$ cat config.mk
export PLATFORM = sky130hd
export DESIGN_NAME = mem_port_arbiter
export DESIGN_NICKNAME = d
export VERILOG_FILES = /design/src/rtl/mem_arb_pkg.sv /design/src/rtl/mem_grant_alloc.sv /design/src/rtl/mem_port_arbiter.sv
export SDC_FILE = /design/constraint.sdc
export NUM_CORES = 1
export LEC_CHECK = 0
export CELL_PAD_IN_SITES_DETAIL_PLACEMENT = 0
export CELL_PAD_IN_SITES_GLOBAL_PLACEMENT = 1
export CORE_AREA = 2 2 307 309
export CTS_BUF_LIST = sky130_fd_sc_hd__clkbuf_4
export DETAILED_ROUTE_END_ITERATION = 8
export DIE_AREA = 0 0 309 311
export HOLD_SLACK_MARGIN = 0.02
export PLACE_DENSITY = 0.66
export SKIP_CTS_REPAIR_TIMING = 1
export SYNTH_ARGS = -nofsm -noshare
export SYNTH_HDL_FRONTEND = slang
export SYNTH_SLANG_ARGS = --single-unit
$ cat constraint.sdc
create_clock -name CLK -period 20.1 [get_ports CLK]
set_input_delay 4.02 -clock CLK [delete_from_list [all_inputs] [get_ports CLK]]
set_output_delay 4.02 -clock CLK [all_outputs]
set_load 0.02 [all_outputs]
$ cat src/rtl/mem_arb_pkg.sv
// Shared constants and types for the scratchpad memory port arbiter.
package mem_arb_pkg;

    localparam int unsigned NUM_BUS    = 3;
    localparam int unsigned MEM_ADDR_W = 6;
    localparam int unsigned DATA_W     = 32;
    localparam int unsigned BUS_ADDR_W = 32;
    localparam int unsigned BUS_IDX_W  = 2;

    typedef logic [BUS_IDX_W-1:0] bus_idx_t;

endpackage

$ cat src/rtl/mem_grant_alloc.sv
// Rotated round-robin scan assigning up to NUM_BUS requests per cycle to buses,
// skipping requests that would create a same-cycle address hazard.
module mem_grant_alloc
    import mem_arb_pkg::*;
#(
    parameter int unsigned NUM_REQ = 4,
    parameter int unsigned ADDR_W  = MEM_ADDR_W,
    parameter int unsigned IDX_W   = (NUM_REQ > 1) ? $clog2(NUM_REQ) : 1
) (
    input  logic [NUM_REQ-1:0]           i_valid,
    input  logic [NUM_REQ-1:0]           i_we,
    input  logic [NUM_REQ*ADDR_W-1:0]    i_addr,
    input  logic [IDX_W-1:0]             i_rr_ptr,
    output logic [NUM_REQ-1:0]           o_grant,
    output logic [NUM_REQ*BUS_IDX_W-1:0] o_bus_idx,
    output logic [IDX_W-1:0]             o_last_idx,
    output logic                         o_any_grant
);

    always_comb begin : p_scan
        logic [NUM_REQ-1:0] gnt;
        int unsigned        n_grant;
        int unsigned        idx;
        logic               hazard;

        gnt         = '0;
        o_bus_idx   = '0;
        o_last_idx  = '0;
        o_any_grant = 1'b0;
        n_grant     = 0;
        idx         = 0;
        hazard      = 1'b0;
        for (int unsigned j = 0; j < NUM_REQ; j++) begin
            idx    = (32'(i_rr_ptr) + j) % NUM_REQ;
            hazard = 1'b0;
            // Only load-load sharing of an address is safe within one cycle.
            for (int unsigned k = 0; k < NUM_REQ; k++) begin
                if (gnt[k] && (i_addr[k*ADDR_W+:ADDR_W] == i_addr[idx*ADDR_W+:ADDR_W])
                        && (i_we[k] || i_we[idx])) begin
                    hazard = 1'b1;
                end
            end
            if (i_valid[idx] && !hazard && (n_grant < NUM_BUS)) begin
                gnt[idx]                               = 1'b1;
                o_bus_idx[idx*BUS_IDX_W+:BUS_IDX_W]    = BUS_IDX_W'(n_grant);
                o_last_idx                             = IDX_W'(idx);
                o_any_grant                            = 1'b1;
                n_grant                                = n_grant + 1;
            end
        end
        o_grant = gnt;
    end

endmodule

$ cat src/rtl/mem_port_arbiter.sv
// Shares the 3-bus scratchpad memory among NUM_REQ requesters with round-robin
// allocation, same-address hazard deferral and registered one-cycle responses.
module mem_port_arbiter
    import mem_arb_pkg::*;
#(
    parameter int unsigned NUM_REQ = 4,
    parameter int unsigned DATA_W  = mem_arb_pkg::DATA_W,
    parameter int unsigned ADDR_W  = MEM_ADDR_W
) (
    input  logic                  CLK,
    input  logic                  RST_N,
    input  logic [NUM_REQ-1:0]        req_valid,
    input  logic [NUM_REQ-1:0]        req_we,
    input  logic [NUM_REQ*32-1:0]     req_addr,
    input  logic [NUM_REQ*DATA_W-1:0] req_wdata,
    output logic [NUM_REQ-1:0]        req_ready,
    output logic [NUM_REQ-1:0]        rsp_valid,
    output logic [NUM_REQ*DATA_W-1:0] rsp_rdata,
    output logic [31:0]           bus0_ld_addr,
    output logic [31:0]           bus1_ld_addr,
    output logic [31:0]           bus2_ld_addr,
    output logic [31:0]           bus0_st_addr,
    output logic [31:0]           bus1_st_addr,
    output logic [31:0]           bus2_st_addr,
    output logic [31:0]           bus0_data_in,
    output logic [31:0]           bus1_data_in,
    output logic [31:0]           bus2_data_in,
    output logic                  write0,
    output logic                  write1,
    output logic                  write2,
    input  logic [31:0]           bus0_from_mem,
    input  logic [31:0]           bus1_from_mem,
    input  logic [31:0]           bus2_from_mem
);

    localparam int unsigned IDX_W = (NUM_REQ > 1) ? $clog2(NUM_REQ) : 1;

    logic [IDX_W-1:0]             r_rr_ptr;
    logic [NUM_REQ-1:0]           r_rsp_valid;
    logic [NUM_REQ*DATA_W-1:0]    r_rsp_rdata;

    logic [NUM_REQ-1:0]           w_valid;
    logic [NUM_REQ*ADDR_W-1:0]    w_addr_lo;
    logic [NUM_REQ-1:0]           w_grant;
    logic [NUM_REQ*BUS_IDX_W-1:0] w_bus_idx;
    logic [IDX_W-1:0]             w_last_idx;
    logic                         w_any_grant;
    logic [IDX_W-1:0]             w_rr_next;

    logic [BUS_ADDR_W-1:0]        w_ld_addr  [NUM_BUS];
    logic [BUS_ADDR_W-1:0]        w_st_addr  [NUM_BUS];
    logic [31:0]                  w_data_in  [NUM_BUS];
    logic [31:0]                  w_from_mem [NUM_BUS];
    logic [NUM_BUS-1:0]           w_write;

    // Gating valid with reset keeps every bus idle and write-disabled in reset.
    assign w_valid = req_valid & {NUM_REQ{RST_N}};

    always_comb begin
        w_addr_lo = '0;
        for (int unsigned i = 0; i < NUM_REQ; i++) begin
            w_addr_lo[i*ADDR_W+:ADDR_W] = req_addr[i*32+:ADDR_W];
        end
    end

    mem_grant_alloc #(
        .NUM_REQ (NUM_REQ),
        .ADDR_W  (ADDR_W),
        .IDX_W   (IDX_W)
    ) u_alloc (
        .i_valid     (w_valid),
        .i_we        (req_we),
        .i_addr      (w_addr_lo),
        .i_rr_ptr    (r_rr_ptr),
        .o_grant     (w_grant),
        .o_bus_idx   (w_bus_idx),
        .o_last_idx  (w_last_idx),
        .o_any_grant (w_any_grant)
    );

    assign w_rr_next = (w_last_idx == IDX_W'(NUM_REQ - 1)) ? '0 : w_last_idx + 1'b1;

    always_comb begin
        bus_idx_t b;
        b = '0;
        for (int unsigned k = 0; k < NUM_BUS; k++) begin
            w_ld_addr[k] = '0;
            w_st_addr[k] = '0;
            w_data_in[k] = '0;
        end
        w_write = '0;
        for (int unsigned i = 0; i < NUM_REQ; i++) begin
            if (w_grant[i]) begin
                b = w_bus_idx[i*BUS_IDX_W+:BUS_IDX_W];
                if (req_we[i]) begin
                    w_st_addr[b] = req_addr[i*32+:32];
                    w_data_in[b] = 32'(req_wdata[i*DATA_W+:DATA_W]);
                    w_write[b]   = 1'b1;
                end else begin
                    w_ld_addr[b] = BUS_ADDR_W'(req_addr[i*32+:ADDR_W]);
                end
            end
        end
    end

    assign w_from_mem[0] = bus0_from_mem;
    assign w_from_mem[1] = bus1_from_mem;
    assign w_from_mem[2] = bus2_from_mem;

    always_ff @(posedge CLK or negedge RST_N) begin
        if (!RST_N) begin
            r_rr_ptr    <= '0;
            r_rsp_valid <= '0;
            r_rsp_rdata <= '0;
        end else begin
            r_rsp_valid <= w_grant;
            for (int unsigned i = 0; i < NUM_REQ; i++) begin
                if (w_grant[i]) begin
                    r_rsp_rdata[i*DATA_W+:DATA_W] <= req_we[i] ? '0 :
                        DATA_W'(w_from_mem[w_bus_idx[i*BUS_IDX_W+:BUS_IDX_W]]);
                end
            end
            if (w_any_grant) begin
                r_rr_ptr <= w_rr_next;
            end
        end
    end

    assign req_ready    = w_grant;
    assign rsp_valid    = r_rsp_valid;
    assign rsp_rdata    = r_rsp_rdata;
    assign bus0_ld_addr = w_ld_addr[0];
    assign bus1_ld_addr = w_ld_addr[1];
    assign bus2_ld_addr = w_ld_addr[2];
    assign bus0_st_addr = w_st_addr[0];
    assign bus1_st_addr = w_st_addr[1];
    assign bus2_st_addr = w_st_addr[2];
    assign bus0_data_in = w_data_in[0];
    assign bus1_data_in = w_data_in[1];
    assign bus2_data_in = w_data_in[2];
    assign write0       = w_write[0];
    assign write1       = w_write[1];
    assign write2       = w_write[2];

endmodule

== Word level (Yosys, flattened, before mapping) ==
Cells that the tools add are included.

* Add/subtract/negate cells: 10
* $mul: 3
* Div/mod/pow operators: 0
* $lt $le $gt $ge: 27
* Eq/ne operators: 13
* Shifts and indexed selects: 11
* Mux-type cells: 130
* Bitwise logic cells: 15
* Reductions and logical operators: 57

{| class="wikitable"
|+ Operators by type and width
! operator !! number
|-
| two-way mux 96 bit || 24
|-
| bitwise mux 96 bit || 9
|-
| two-way mux 32 bit || 18
|-
| binary-select mux 32 bit (select 2 bit) || 4
|-
| demux 32 bit (select 2 bit) || 4
|-
| AND 96 bit || 2
|-
| negation 3 -> 34 bit || 4
|-
| variable shift 2 x 34 -> 8 bit, first input constant || 4
|-
| indexed part select 2 x 34 -> 8 bit || 3
|-
| indexed part select 24 x 33 -> 6 bit || 3
|-
| AND 70 x 96 -> 96 bit || 1
|-
| == test 6 bit || 12
|-
| less-than comparator 32 x 2 -> 1 bit, second input constant || 2
|-
| logical AND 1 bit || 42
|-
| indexed part select 2 x 34 -> 8 bit, first input constant || 1
|-
| adder 32 x 1 -> 32 bit, second input constant || 1
|-
| two-way mux 1 bit || 32
|-
| two-way mux 8 bit || 4
|-
| bitwise mux 8 bit || 3
|-
| less-than comparator 2 x 3 -> 1 bit, second input constant || 8
|-
| two-way mux 3 bit || 8
|-
| demux 1 bit (select 2 bit) || 8
|-
| greater-or-equal comparator 2 x 1 -> 1 bit, second input constant || 8
|-
| two-way mux 4 bit || 4
|-
| other kinds (17) || 57
|}

* Flip-flop bits (word level): 134
* Latch bits: 0
* Bits in writable memories: 0
* ROM bits: 0
* Bits of input ports: 362
* Memories kept: 0

== Logic depth before layout (Yosys ltp) ==
* Word-level depth: 52
* Mapped depth: 33
* Depth with buffers taken out: 20

== Cells and area by module ==
From an unflattened synthesis, not the netlist that was laid out.

* Cell total of the unflattened synthesis: 2110
* Area, all modules: 15411.0 µm²

{| class="wikitable"
|+ Modules (own cells, without submodules)
! module !! instances !! cells an instance !! area each (µm²) !! sequential area each (µm²)
|-
| mem_port_arbiter || 1 || 1703 || 12465.7 || 3353.2
|-
| mem_grant_alloc || 1 || 407 || 2945.3 || 0.0
|}

== Least setup slack after synthesis ==
Ideal clock, no wire load.

* Path type: input -> output
* From: input req_addr[4]
* To: output bus0_data_in[10]
* Arrival: 8.857 ns
* Required time: 16.080 ns
* Setup slack: 7.223 ns
* Stages: 23
* Cells stage by stage: clkbuf_1 > xor2_1 > or3_1 > a2111oi_2 > nand4_1 > and4b_4 > buf_2 > and2_1 > buf_2 > ha_1 > clkbuf_1 > nor2_1 > a221o_1 > a211o_1 > and3_1 > buf_4 > nor3_2 > mux2_2 > or2_1 > o21a_1 > buf_2 > buf_2 > a31oi_1

* Cells in the longest elaborated chain, start to end: 49
* Elaborated cells between the ends (all ways): 113
* Those cells by class: add/sub (1); order compare (10); eq/ne (12); shift (5); mux (41); bitwise (7); reduce/logical (37)

{| class="wikitable"
|+ RTL lines
! item !! line !! text
|-
| start, declared || mem_port_arbiter.sv:14 || <nowiki>input logic [NUM_REQ*32-1:0] req_addr,</nowiki>
|-
| parallel branches: the longest is 48 deep, another holds indexed part select 24 x 33 -> 6 bit || - ||
|-
| two-way mux 96 bit (*) || mem_port_arbiter.sv:93 || <nowiki>if (w_grant[i]) begin</nowiki>
|-
| end, declared || mem_port_arbiter.sv:25 || <nowiki>output logic [31:0] bus0_data_in,</nowiki>
|}

Every way passes the cells marked *.

== Worst setup path in the final report ==
* From: input req_addr[96]
* To: output bus0_data_in[4]

The elaborated chain is that of the path after synthesis.

==> metrics.cfg <==
[cts]
htreeDepth = 4
clockBufferDepth = 2
clock_sinks = 134
cts_tree = done
numCtsBuffers = 17
cts_root_buffer = clkbuf_4
worstSkewPairLatency_ns = 0.60
path_clk_slew_ns = 0.10

[drt]
drt-wirelength-per-cell_um = 27.42
wl_met3_um = 10970
wirelength_um = 109700
drc = 0
highest_layer = met5
vias = 21182
drtIter0Drc = 2338
met1_length_um = 44390
first_pass_iters = 6
drt.antenna.violating_nets = 0
met2WireLength_um = 50670
avgViaCountPerCell = 5.294

[timing]
grt_setup_unrepaired = false
finClkSkew_ns = 0.03257
max_clock_freq_mhz = 60.43
finalHoldViolCount = 0
fin_crit_sh_pct = 82.33
slew_headroom_pct = 20.42
fin_tns_setup_ns = 0
min_period_ns = 16.55
setup_ws_ns = 3.551
setup_viol = 0
slew_viol_final = 0
worstMarginPinSlew_ns = 1.183

[synth]
yosys.area_share.simple_pct = 15.97
synth_warnings = 0
synth_edf_count = 0
synth_compound_area_share_pct = 38.36
synth_flop_cell = dfrtp_1
muxShareOfSynthArea_pct = 8.252
ys_seq_area_share_pct = 20.61
syn_area_sq_mm = 0.01627
synth_cell_types = 104
netlist_instances = 2196
synth_xor_area_share_pct = 3.661
post_synth.cell_area_avg_sq_um = 7.409
synth_top_family_by_area = compound AO/OA/AOI/OAI gates
synthArstFlopShare_pct = 100.0
synth_seq_cells = 134
synth_fa_ha_area_share_pct = 0.8460

[die]
core_area_sq_mm = 0.09277
start_util_pct = 17.54
dieArea_sq_mm = 0.09610
die_x_um = 309
dieHeight_um = 311
rows = 112
boundaryPins = 789

[placement]
dp.final_hpwl_um = 78120
io_buffer_count = 710
place_congestion = 0.9294
preCtsSetupSlack_ns = 3.599

[global_route]
grt_pass1_vias = 20752
grt_util_all_layers_pct = 21.63
grt_max_degree = 76
gr-total-overflow = 0
grt_pass1_wl_um = 155500
antenna_found_initial = 31

[power]
p_leak_uw = 0.008707
switching_share_pct = 55.46
p_total_uw = 3121
ir_worst_vdd_mv = 0.07127
clockPowerShare_pct = 6.5
power.switching_uw = 1731
seqPwrFrac_pct = 13.9
intPower_uw = 1390
power.density_mw_per_mm2 = 128.7
p_comb_share_pct = 79.6

[cells_and_area]
syn_to_final_growth_pct = 49.10
seq_area_sq_mm = 0.003354
post-route-util_pct = 26.15
nFillCells = 10228
nets = 3096
multi_input_area_sq_mm = 0.01134
drive_above_1_share_pct = 5.923

[worst_setup_path]
cpMaxStageDelayCell = clkdlybuf4s50_1
required_ns = 16.08
path_cells = clkdlybuf4s50_1 > mux2i_1 > xnor2_1 > nor4_1 > nand3_1 > a221o_1 > and2_1 > ha_1 > nand2_1 > nand3_1 > a31oi_1 > o211ai_2 > a21oi_2 > and3_1 > o311ai_4 > buf_4 > nand2_2 > or2_2 > o21a_2 > buf_4 > a31oi_1 > clkdlybuf4s50_1
criticalPathCategory = input pin to output pin
cp_max_fo = 46
crit_path_end_kind = output pin
slowest_delay_ns = 0.99
critPathLaunchType = input pin
cp_data_arrival_time_ns = 12.53

[run]
drv_cap = 0

[min_path]
hp-class = register to register

[run_status]
status = complete, no violations

-- routing by layer --
layer,track usage (%),vias to the layer above
met5,0,-
met3,6.709,217
met2,34.87,1241
met1,27.00,10401
met4,7.657,38
li1,-,9285
-- per-stage QoR --
step | hold WS, ns | cells | cell area, sq um
floorplan | 0.5900 | 2273 | 16560
global placement | 0.4583 | 3958 | 23940
detailed placement | 0.4643 | 3958 | 23940
CTS | 0.4915 | 3989 | 24230
global route | 0.5022 | 4000 | 24250
finish | 0.4851 | 4001 | 24260
-- cells by family after synthesis --
kind of cell / Yosys count
compound gates: 904
xor+xnor: 68
fa+ha+maj: 11
buf+inv: 375
flops: 134
mux: 130
other cells: 1
simple gates: 573
-- layout make-up --
type | count | area share, %
sequential | 134 | 13.83
tap | 1254 | 6.468
timing repair buffer | 756 | 30.88
multi-input combinational | 1764 | 46.75
clock buffer | 17 | 0.5261
clock inverter | 14 | 0.6499
inverter | 50 | 0.7737
antenna | 12 | 0.1238
-- cell usage after synthesis (10+ instances only) --
library cell	count	area share (%)
o221ai_1	15	0.81
nand3_1	83	2.6
nand2_1	237	5.5
a21o_1	84	3.9
xor2_1	18	0.97
a31oi_1	149	5.7
ha_1	11	0.85
nor3_1	15	0.46
buf_1	20	0.46
xnor2_1	50	2.7
o21ai_0	112	3.4
a22oi_1	10	0.46
o22ai_1	239	9.2
o32ai_1	34	1.8
clkbuf_1	93	2.1
inv_1	47	1.1
a221oi_1	67	3.6
buf_2	102	3.1
a221o_1	10	0.62
nor2_1	140	3.2
nand4_1	17	0.65
mux2i_1	117	7.2
dfrtp_1	134	21
buf_6	13	0.90
buf_4	97	4.5
a21oi_1	103	3.2
nand2b_1	11	0.42
-- sequential cells by signal (all words and copies together) (netlist names) --
signal,cells
rsp_rdata,128
rsp_valid,4
r_rr_ptr,2
-- power by group through the flow --
stage,logic (uW),registers [uW],clock network [uW]
2_1_floorplan,1260,534,0
3_3_place_gp,2480,437,0
3_5_place_dp,2470,436,0
4_1_cts,2480,433,213
5_1_grt,2610,444,220
6_report,2480,432,204
-- worst paths after layout --
kind,from,to,slack (ns),cells after the start
hold reg to reg,rsp_rdata[74],rsp_rdata[74],0.49,1
setup / recovery,req_addr[96],bus0_data_in[4],3.55,22
max in group asynchronous,RST_N,rsp_rdata[88],15.58,2
min in group asynchronous,RST_N,rsp_rdata[57],3.34,1
hold / removal,rsp_rdata[74],rsp_rdata[74],0.49,1
setup reg to reg,r_rr_ptr[1],rsp_rdata[88],12.37,24
-- worst max-delay path: cells and delay by family --
family	cells	cell delay, ns
muxes	1	0.26
and+or+nand+nor	8	2.46
xor gates and xnor gates	1	0.19
AOI/OAI and AO/OA	7	2.49
buffers and inverters	4	2.59
adders and majority gates	1	0.42
-- layout by cell type (no fill, tap or decap), types with 4 or more instances in the layout --
cell	netlist	final
a221oi_1	67	67
a21oi_1	103	103
nand2_2	4	5
inv_1	47	47
o32ai_1	34	33
a221o_1	10	10
nand3_1	83	83
nor3_1	15	15
nor4_1	6	6
a311oi_1	4	4
and3_1	7	7
o221ai_1	15	15
mux2_2	9	9
or3_1	4	4
nand2_1	237	236
a211oi_1	6	6
clkbuf_4	0	17
nor2b_1	8	7
o21ai_0	112	112
ha_1	11	11
xor2_1	18	18
diode_2	0	12
o221a_2	7	7
buf_4	97	43
nor2_1	140	136
nand2b_1	11	10
a31oi_1	149	149
xnor2_1	50	50
o22ai_1	239	239
clkdlybuf4s50_1	0	709
dfrtp_1	134	133
a21o_1	84	84
o2111ai_1	4	4
or2_2	5	8
conb_1	1	78
nand4_1	17	17
a22oi_1	10	10
nor2_4	0	4
mux2i_1	117	116
Note: power is estimated with default switching activity, not from simulation.
